`src/rtl/uart_cmd_bridge.sv`:
```
// Bridges UART bytes and dig_core: packs three rx bytes into a 24-bit command and
// forwards single response bytes to the UART transmitter.
module uart_cmd_bridge #(
  parameter int TIMEOUT_CYC = 500000
) (
  input  logic        clk,
  input  logic        rst_n,
  input  logic        rx_rdy,
  input  logic [7:0]  rx_data,
  output logic        clr_rx_rdy,
  output logic [23:0] cmd,
  output logic        cmd_rdy,
  input  logic        clr_cmd_rdy,
  input  logic        send_resp,
  input  logic [7:0]  resp_data,
  output logic        resp_sent,
  output logic        trmt,
  output logic [7:0]  tx_data,
  input  logic        tx_done
);

  localparam int CNT_W = $clog2(TIMEOUT_CYC + 1);
  localparam logic [CNT_W-1:0] CNT_LAST = CNT_W'(TIMEOUT_CYC - 1);
  localparam logic [CNT_W-1:0] CNT_ONE  = CNT_W'(1);

  localparam logic [1:0] RX_WAIT0 = 2'd0;
  localparam logic [1:0] RX_WAIT1 = 2'd1;
  localparam logic [1:0] RX_WAIT2 = 2'd2;
  localparam logic [1:0] RX_FULL  = 2'd3;

  localparam logic TX_IDLE = 1'b0;
  localparam logic TX_BUSY = 1'b1;

  logic [1:0]       r_rxState;
  logic [7:0]       r_byte0;
  logic [7:0]       r_byte1;
  logic [CNT_W-1:0] r_cnt;
  logic [23:0]      r_cmd;
  logic             r_cmdRdy;
  logic             r_txState;
  logic             r_trmt;
  logic [7:0]       r_txData;

  logic w_consume;
  logic w_expired;
  logic w_partial;

  assign w_partial  = (r_rxState == RX_WAIT1) || (r_rxState == RX_WAIT2);
  assign w_consume  = rx_rdy && (r_rxState != RX_FULL);
  assign w_expired  = w_partial && (r_cnt == CNT_LAST);

  assign clr_rx_rdy = w_consume;
  assign cmd        = r_cmd;
  assign cmd_rdy    = r_cmdRdy;
  assign trmt       = r_trmt;
  assign tx_data    = r_txData;
  // Pulses while still BUSY, so a send_resp in this same cycle is ignored.
  assign resp_sent  = (r_txState == TX_BUSY) && tx_done;

  // A byte arriving on the expiry cycle restarts the command as its first byte.
  always_ff @(posedge clk or negedge rst_n) begin
    if (!rst_n) begin
      r_rxState <= RX_WAIT0;
      r_byte0   <= '0;
      r_byte1   <= '0;
      r_cnt     <= '0;
      r_cmd     <= '0;
      r_cmdRdy  <= 1'b0;
    end else if (w_consume) begin
      r_cnt <= '0;
      if (w_expired || (r_rxState == RX_WAIT0)) begin
        r_byte0   <= rx_data;
        r_rxState <= RX_WAIT1;
      end else if (r_rxState == RX_WAIT1) begin
        r_byte1   <= rx_data;
        r_rxState <= RX_WAIT2;
      end else begin
        r_cmd     <= {r_byte0, r_byte1, rx_data};
        r_cmdRdy  <= 1'b1;
        r_rxState <= RX_FULL;
      end
    end else if (r_rxState == RX_FULL) begin
      r_cnt <= '0;
      if (clr_cmd_rdy) begin
        r_cmdRdy  <= 1'b0;
        r_rxState <= RX_WAIT0;
      end
    end else if (w_expired) begin
      r_cnt     <= '0;
      r_rxState <= RX_WAIT0;
    end else if (w_partial) begin
      if (r_cnt != '1) r_cnt <= r_cnt + CNT_ONE;
    end else begin
      r_cnt <= '0;
    end
  end

  always_ff @(posedge clk or negedge rst_n) begin
    if (!rst_n) begin
      r_txState <= TX_IDLE;
      r_trmt    <= 1'b0;
      r_txData  <= '0;
    end else begin
      r_trmt <= 1'b0;
      if (r_txState == TX_IDLE) begin
        if (send_resp) begin
          r_txData  <= resp_data;
          r_trmt    <= 1'b1;
          r_txState <= TX_BUSY;
        end
      end else if (tx_done) begin
        r_txState <= TX_IDLE;
      end
    end
  end

endmodule

```
`config.mk`:
```
export PLATFORM = sky130hd
export DESIGN_NAME = uart_cmd_bridge
export DESIGN_NICKNAME = d
export VERILOG_FILES = /design/src/rtl/uart_cmd_bridge.sv
export SDC_FILE = /design/constraint.sdc
export NUM_CORES = 1
export LEC_CHECK = 0
export CORE_MARGIN = 2
export CORE_UTILIZATION = 47
export CTS_BUF_LIST = sky130_fd_sc_hd__clkbuf_16
export DETAILED_ROUTE_END_ITERATION = 8
export PLACE_DENSITY = 0.79
export SLEW_MARGIN = 20
export SYNTH_ARGS = -nofsm -noshare
export SYNTH_HDL_FRONTEND = slang
export SYNTH_SLANG_ARGS = --single-unit
```
`constraint.sdc`:
```
create_clock -name clk -period 2.13 [get_ports clk]
set_input_delay 0.426 -clock clk [delete_from_list [all_inputs] [get_ports clk]]
set_output_delay 0.426 -clock clk [all_outputs]
set_load 0.02 [all_outputs]
```
# Word level (Yosys, flattened, before mapping)

Cells that the tools add are included.

Register bits after elaboration: 72
Bits of input ports: 22
Word-level logic and storage cells: 58

Add/sub/neg operators: 1
Eq/ne operators: 10
Muxes and demuxes: 20
Bitwise logic cells: 3
Reduce and logical (&&, ||, !) cells: 15

Operators by type and width:

| kind                                                                    | count |
|---|---|
| 19-bit 2-to-1 mux                                                       | 5 |
| 19-bit by 1-bit adder with 19-bit output, second input constant         | 1 |
| 19-bit equality test, second input constant                             | 1 |
| 19-bit inequality test, second input constant                           | 1 |
| 1-bit 2-to-1 mux                                                        | 10 |
| 2-bit 2-to-1 mux                                                        | 5 |
| 2-bit inequality test, second input constant                            | 3 |
| 2-bit AND reduction                                                     | 3 |
| 3-bit AND reduction                                                     | 2 |
| 5-bit by 3-bit inequality test with 1-bit output, second input constant | 1 |
| 2-bit equality test, second input constant                              | 2 |
| 4-bit AND reduction                                                     | 1 |
| 2-bit nonzero test                                                      | 2 |
| 1-bit logical AND                                                       | 3 |
| 3-bit inequality test, second input constant                            | 1 |
| 1-bit NOT                                                               | 3 |
| 3-bit nonzero test                                                      | 1 |
| 2-bit by 1-bit equality test with 1-bit output, second input constant   | 1 |
| 2-bit logical NOT                                                       | 1 |
| 1-bit logical OR                                                        | 2 |

# Longest topological paths before layout

Depth in word-level cells: 6
Gate-level depth with buffers: 8
Gate-level depth less buffers: 7

# Worst setup path after synthesis

OpenSTA, ideal clock, no wires.

Path kind: register to register
Start point: register r_cnt[6]
End point: register r_cmd[10], in the netlist cmd[10]
Library setup time: 0.125 ns
Arrival: 1.945 ns
Slack: 0.060 ns
Stages on the path, launching flop included: 7
Path buffers: 1
Period minus slack after synthesis: 2.070 ns
Cell sequence: dfrtp_1 or4_1 nor4_2 nand3_2 nand2_2 buf_6 mux2_2

Word-level cells in the longest chain between the ends: 5

Ends and longest elaborated chain:

| what                                 | line | text |
|---|---|---|
| start: declaration                   | 37   | `logic [CNT_W-1:0] r_cnt;` |
| start signal: assignment             | 92   | `if (r_cnt != '1) r_cnt <= r_cnt + CNT_ONE;` |
| 19-bit equality test                 | 50   | `assign w_expired = w_partial && (r_cnt == CNT_LAST);` |
| 1-bit logical AND                    | 50   |  |
| 1-bit logical OR                     | 71   | `if (w_expired \|\| (r_rxState == RX_WAIT0)) begin` |
| 1-bit NOT (no source line)           | n/a  |  |
| 3-bit AND reduction (no source line) | n/a  |  |
| end signal: assignment               | 78   | `r_cmd <= {r_byte0, r_byte1, rx_data};` |
| end: declaration                     | 38   | `logic [23:0] r_cmd;` |

No other way between the ends.
A chain may end at the register's enable or synchronous reset.

# Final worst setup path

Start point: register r_cnt[11]
End point: register r_cmd[13], in the netlist cmd[13]

Same word-level chain as after synthesis.

==> results_tabular.tex <==
\begin{tabular}{lr}
\hline
Metric & Value \\
\hline
\multicolumn{2}{l}{\textbf{Layout}} \\
Fraction of layout instances using a drive strength above 1 & 28.9\% \\
Final design utilization & 68.9\% \\
Final antenna diode count & 0 \\
Nets@finish & 377 \\
Synthesis-to-finish area growth & 39.9\% \\
\multicolumn{2}{l}{\textbf{Place}} \\
Global placement routability congestion & 0.790 \\
Count of input and output buffers & 57 \\
HPWL reported at the end of detailed placement & 4.49 mm \\
\multicolumn{2}{l}{\textbf{Timing}} \\
RSZ-0062 raised after global routing & yes \\
Max Freq & 0.470 GHz \\
Worst slew margin relative to its limit & 77.7\% \\
Worst clock skew & 9.01 ps \\
Min cycle time layout & 2130 ps \\
Final number of setup-violating endpoints & 0 \\
Total count of hold-check failures in the final report & 0 \\
Transition time at the pin with the least slew margin & 332 ps \\
Max-slew violations & 0 \\
Worst Hold Margin & 474 ps \\
Post-route clock period utilization & 99.9\% \\
\multicolumn{2}{l}{\textbf{Drt}} \\
Via Count & 2380 \\
Detailed-route wire length & 7.63 mm \\
Starting DRC count in detailed routing & 202 \\
WL per Instance & 17.6 microns \\
Count of unresolved DRC violations after routing & 0 \\
Detailed-routing iteration count for the pre-antenna-repair pass & 4 \\
Final antenna-violating net count & 0 \\
Post-DR vias/cell & 5.50 \\
\multicolumn{2}{l}{\textbf{Synthesis}} \\
Cell variety after synth & 39 \\
Largest family of logic cells by synthesized area & multiplexers \\
FFs w/ async S/R, synth & 100\% \\
Average footprint of a synthesized cell & 12.1 sq um \\
Most numerous cell types in the synthesized netlist & 72 x sky130\_fd\_sc\_hd\_\_dfrtp\_1, 48 x sky130\_fd\_sc\_hd\_\_mux2\_2, 26 x sky130\_fd\_sc\_hd\_\_nand2\_1, 20 x sky130\_fd\_sc\_hd\_\_a21oi\_1, 9 x sky130\_fd\_sc\_hd\_\_inv\_1 \\
Synth Area in Adders & 1.57\% \\
Dominant cell by count in the synthesized netlist & sky130\_fd\_sc\_hd\_\_dfrtp\_1 \\
Sequential-to-total area share from yosys stat & 56.6\% \\
Mapped Cells & 262 \\
Fraction of synthesized cell area in xor and xnor cells & 3.03\% \\
Post-synthesis mux area share & 17.6\% \\
Count of warnings emitted by yosys & 0 \\
Fraction of post-synthesis cell area in the top cell type by area & 56.6\% \\
Net Count, Synth & 288 \\
Synth area leader & sky130\_fd\_sc\_hd\_\_dfrtp\_1 \\
Cell area after synthesis & 3180 sq um \\
Synthesized-area fraction occupied by ao, oa, aoi and oai cells & 6.53\% \\
Number of enable-type register cells in the synthesized netlist & 0 \\
Yosys reg bits & 72 \\
Simple-gate share of the synthesized area & 11.8\% \\
Biggest area contributors in the synthesized netlist & sky130\_fd\_sc\_hd\_\_dfrtp\_1 57\%, sky130\_fd\_sc\_hd\_\_mux2\_2 17\%, sky130\_fd\_sc\_hd\_\_a21oi\_1 3.1\% \\
Most used DFF post-synth & sky130\_fd\_sc\_hd\_\_dfrtp\_1 \\
\multicolumn{2}{l}{\textbf{Clock tree}} \\
CTS Root Cell & sky130\_fd\_sc\_hd\_\_clkbuf\_16 \\
Clock buffer count from CTS & 9 \\
Later-pin clock latency in the skew report & 330 ps \\
Clock H-tree levels & 3 \\
Clock Tree Buf Depth & 2 \\
TritonCTS clock tree & done \\
Clock-pin transition on the worst setup and hold timing paths & 60 ps \\
Clk sinks & 72 \\
\multicolumn{2}{l}{\textbf{Power}} \\
Switching pwr & 2.08 mW \\
Combinational cell fraction of total power & 43.9\% \\
Power per standard cell area & 1390 nW/um\^{}2 \\
LEAKAGE & 1.99 nW \\
Design internal power & 4.13 mW \\
Sw Share & 33.5\% \\
Fraction of power consumed by the clock network & 21.9\% \\
Sequential fraction of design power & 34.2\% \\
Worst ir drop on vdd & 0.000991 V \\
\multicolumn{2}{l}{\textbf{Setup path}} \\
Crit. path cell count & 6 \\
Register-to-Register Path Depth & 6 \\
Setup slack of the worst register-to-register path & 3 ps \\
Slowest cell on the critical path & sky130\_fd\_sc\_hd\_\_or4\_4 \\
Peak fanout along the critical path & 6 \\
Ordered cell list for the critical path & or4\_4 -> nor4\_4 -> nand3\_2 -> nand2\_4 -> clkbuf\_16 -> mux2\_2 \\
Sort of element at the start of the critical path & register \\
Crit Reg-Reg Endpoint & cmd[13]\$\_DFFE\_PN0P\_ \\
Largest delay share family, worst path & simple AND/OR/NAND/NOR gates \\
Worst endpoint required time & 2330 ps \\
Start point of the critical path & r\_cnt[11]\$\_DFFE\_PN0P\_ \\
Data arrival, critical path & 2330 ps \\
Reg2reg start & r\_cnt[11]\$\_DFFE\_PN0P\_ \\
Critical Path End Type & register \\
Delay of the slowest cell on the worst path & 530 ps \\
CP bufs+invs & 1 \\
Type of the setup path with the least slack & register to register \\
Worst setup path endpoint & cmd[13]\$\_DFFE\_PN0P\_ \\
\multicolumn{2}{l}{\textbf{Run status}} \\
Run status & finished, final reports clean \\
\multicolumn{2}{l}{\textbf{Floorplanning}} \\
Row Count & 29 \\
Core Area & 6460 sq um \\
Die Area & 7440 sq um \\
I/O pin count & 58 \\
Die span in y & 86.3 microns \\
Width of the chip & 86.3 microns \\
Starting utilization of the core area & 49.3\% \\
\multicolumn{2}{l}{\textbf{Global route}} \\
First-pass GRT wire length & 11.4 mm \\
Antenna violations before repair & 0 \\
Number of global-route vias before repair & 2405 \\
Maximum number of pins on one net before global-route repair & 45 \\
Combined global-route utilization of all metal layers & 19.8\% \\
Overflow after GRT & 0 \\
\multicolumn{2}{l}{\textbf{Job}} \\
Number of maximum-capacitance constraint violations & 0 \\
\multicolumn{2}{l}{\textbf{Hold path}} \\
Worst Hold Class & register to register \\
\hline
\end{tabular}
## logic make-up after synthesis
family | after synthesis
xor+xnor | 11
mux | 50
simple gates | 73
buf+inv | 19
compound gates | 33
flops | 72
fa+ha+maj | 4
## stage by stage
step           setup TNS (ps)  worst slack (ps)  instances  power [mW]  instance area (sq um)
6_report                    0              2.82        433        6.21                   4450
5_1_grt                 -1970             -81.8        433        6.53                   4450
4_1_cts                     0              22.0        429        5.90                   4300
3_5_place_dp             -218             -36.8        411        4.48                   4000
3_3_place_gp                0              55.2        411        4.41                   4000
2_1_floorplan               0              60.2        262        3.45                   3180
## worst min path at each step
stage,endpoint,cells past startpoint,startpoint
final,cmd_rdy$_DFFE_PN0P_,2,cmd_rdy$_DFFE_PN0P_
after global routing,tx_data[7]$_DFFE_PN0P_,2,rst_n
after CTS,cmd_rdy$_DFFE_PN0P_,2,cmd_rdy$_DFFE_PN0P_
after detailed placement,tx_data[7]$_DFFE_PN0P_,1,rst_n
after global placement,tx_data[7]$_DFFE_PN0P_,1,rst_n
after floorplan,cmd[0]$_DFFE_PN0P_,0,rst_n
## what timing repair did
action,4_1_cts,5_1_grt
gates cloned,0,3
pin swaps,1,1
setup endpoints to repair,9,41
gates resized for setup,1,23
hold buffers,1,0
endpoints found under the hold margin,7,0
setup buffers,1,1
## per-layer routing
metal  vias up  track usage [%]  part of all wire [%]
li1       1102                -                     -
met1      1203             25.1                    43
met2        64             32.6                    51
met3        11             6.86                   4.6
met4         0             5.26                   1.4
met5         -                0                     0
## power groups by stage
| stage | Combinational [mW] | Sequential, mW | Clock (mW) |
|---|---|---|---|
| final | 2.73 | 2.12 | 1.36 |
| after global routing | 2.90 | 2.17 | 1.45 |
| after CTS | 2.43 | 2.10 | 1.37 |
| after detailed placement | 2.38 | 2.10 | 0 |
| after global placement | 2.33 | 2.08 | 0 |
| after floorplan | 1.04 | 2.41 | 0 |
## cells in the final DEF, fill, tap and decap left out, drive strengths merged, types with 2 or more instances in the layout
master / instances
mux2i: 2
nor3: 8
xnor2: 6
clkinv: 4
nor2b: 3
mux2: 48
buf: 29
o31a: 2
a21oi: 21
nand4: 5
xor2: 5
clkbuf: 12
nand3: 9
nand2: 27
clkdlybuf4s50: 55
dfrtp: 72
ha: 4
o21a: 2
o21ai: 4
nor2: 7
nor4: 6
inv: 11
## flip-flops by register name, indices dropped and copies added, names as in the netlist
register / count
r_byte0: 8
cmd_rdy: 1
r_cnt: 19
r_txState: 1
tx_data: 8
cmd: 24
trmt: 1
r_byte1: 8
r_rxState: 2
## worst min-delay path, stage by stage (launching register included)
cell and delay, ps:
sky130_fd_sc_hd__dfrtp_1 340, sky130_fd_sc_hd__nand2_1 50, sky130_fd_sc_hd__nand2_1 50
## area by class of cell
cell class,instances,area [sq um]
clock buffers,9,225
clock inverters,7,47.5
fillers,463,2010
inverters,9,33.8
multi-input cells,171,1370
flip-flops and latches,72,1800
well taps,77,96.3
repair buffers,88,876
Note: power is estimated with default switching activity, not from simulation.
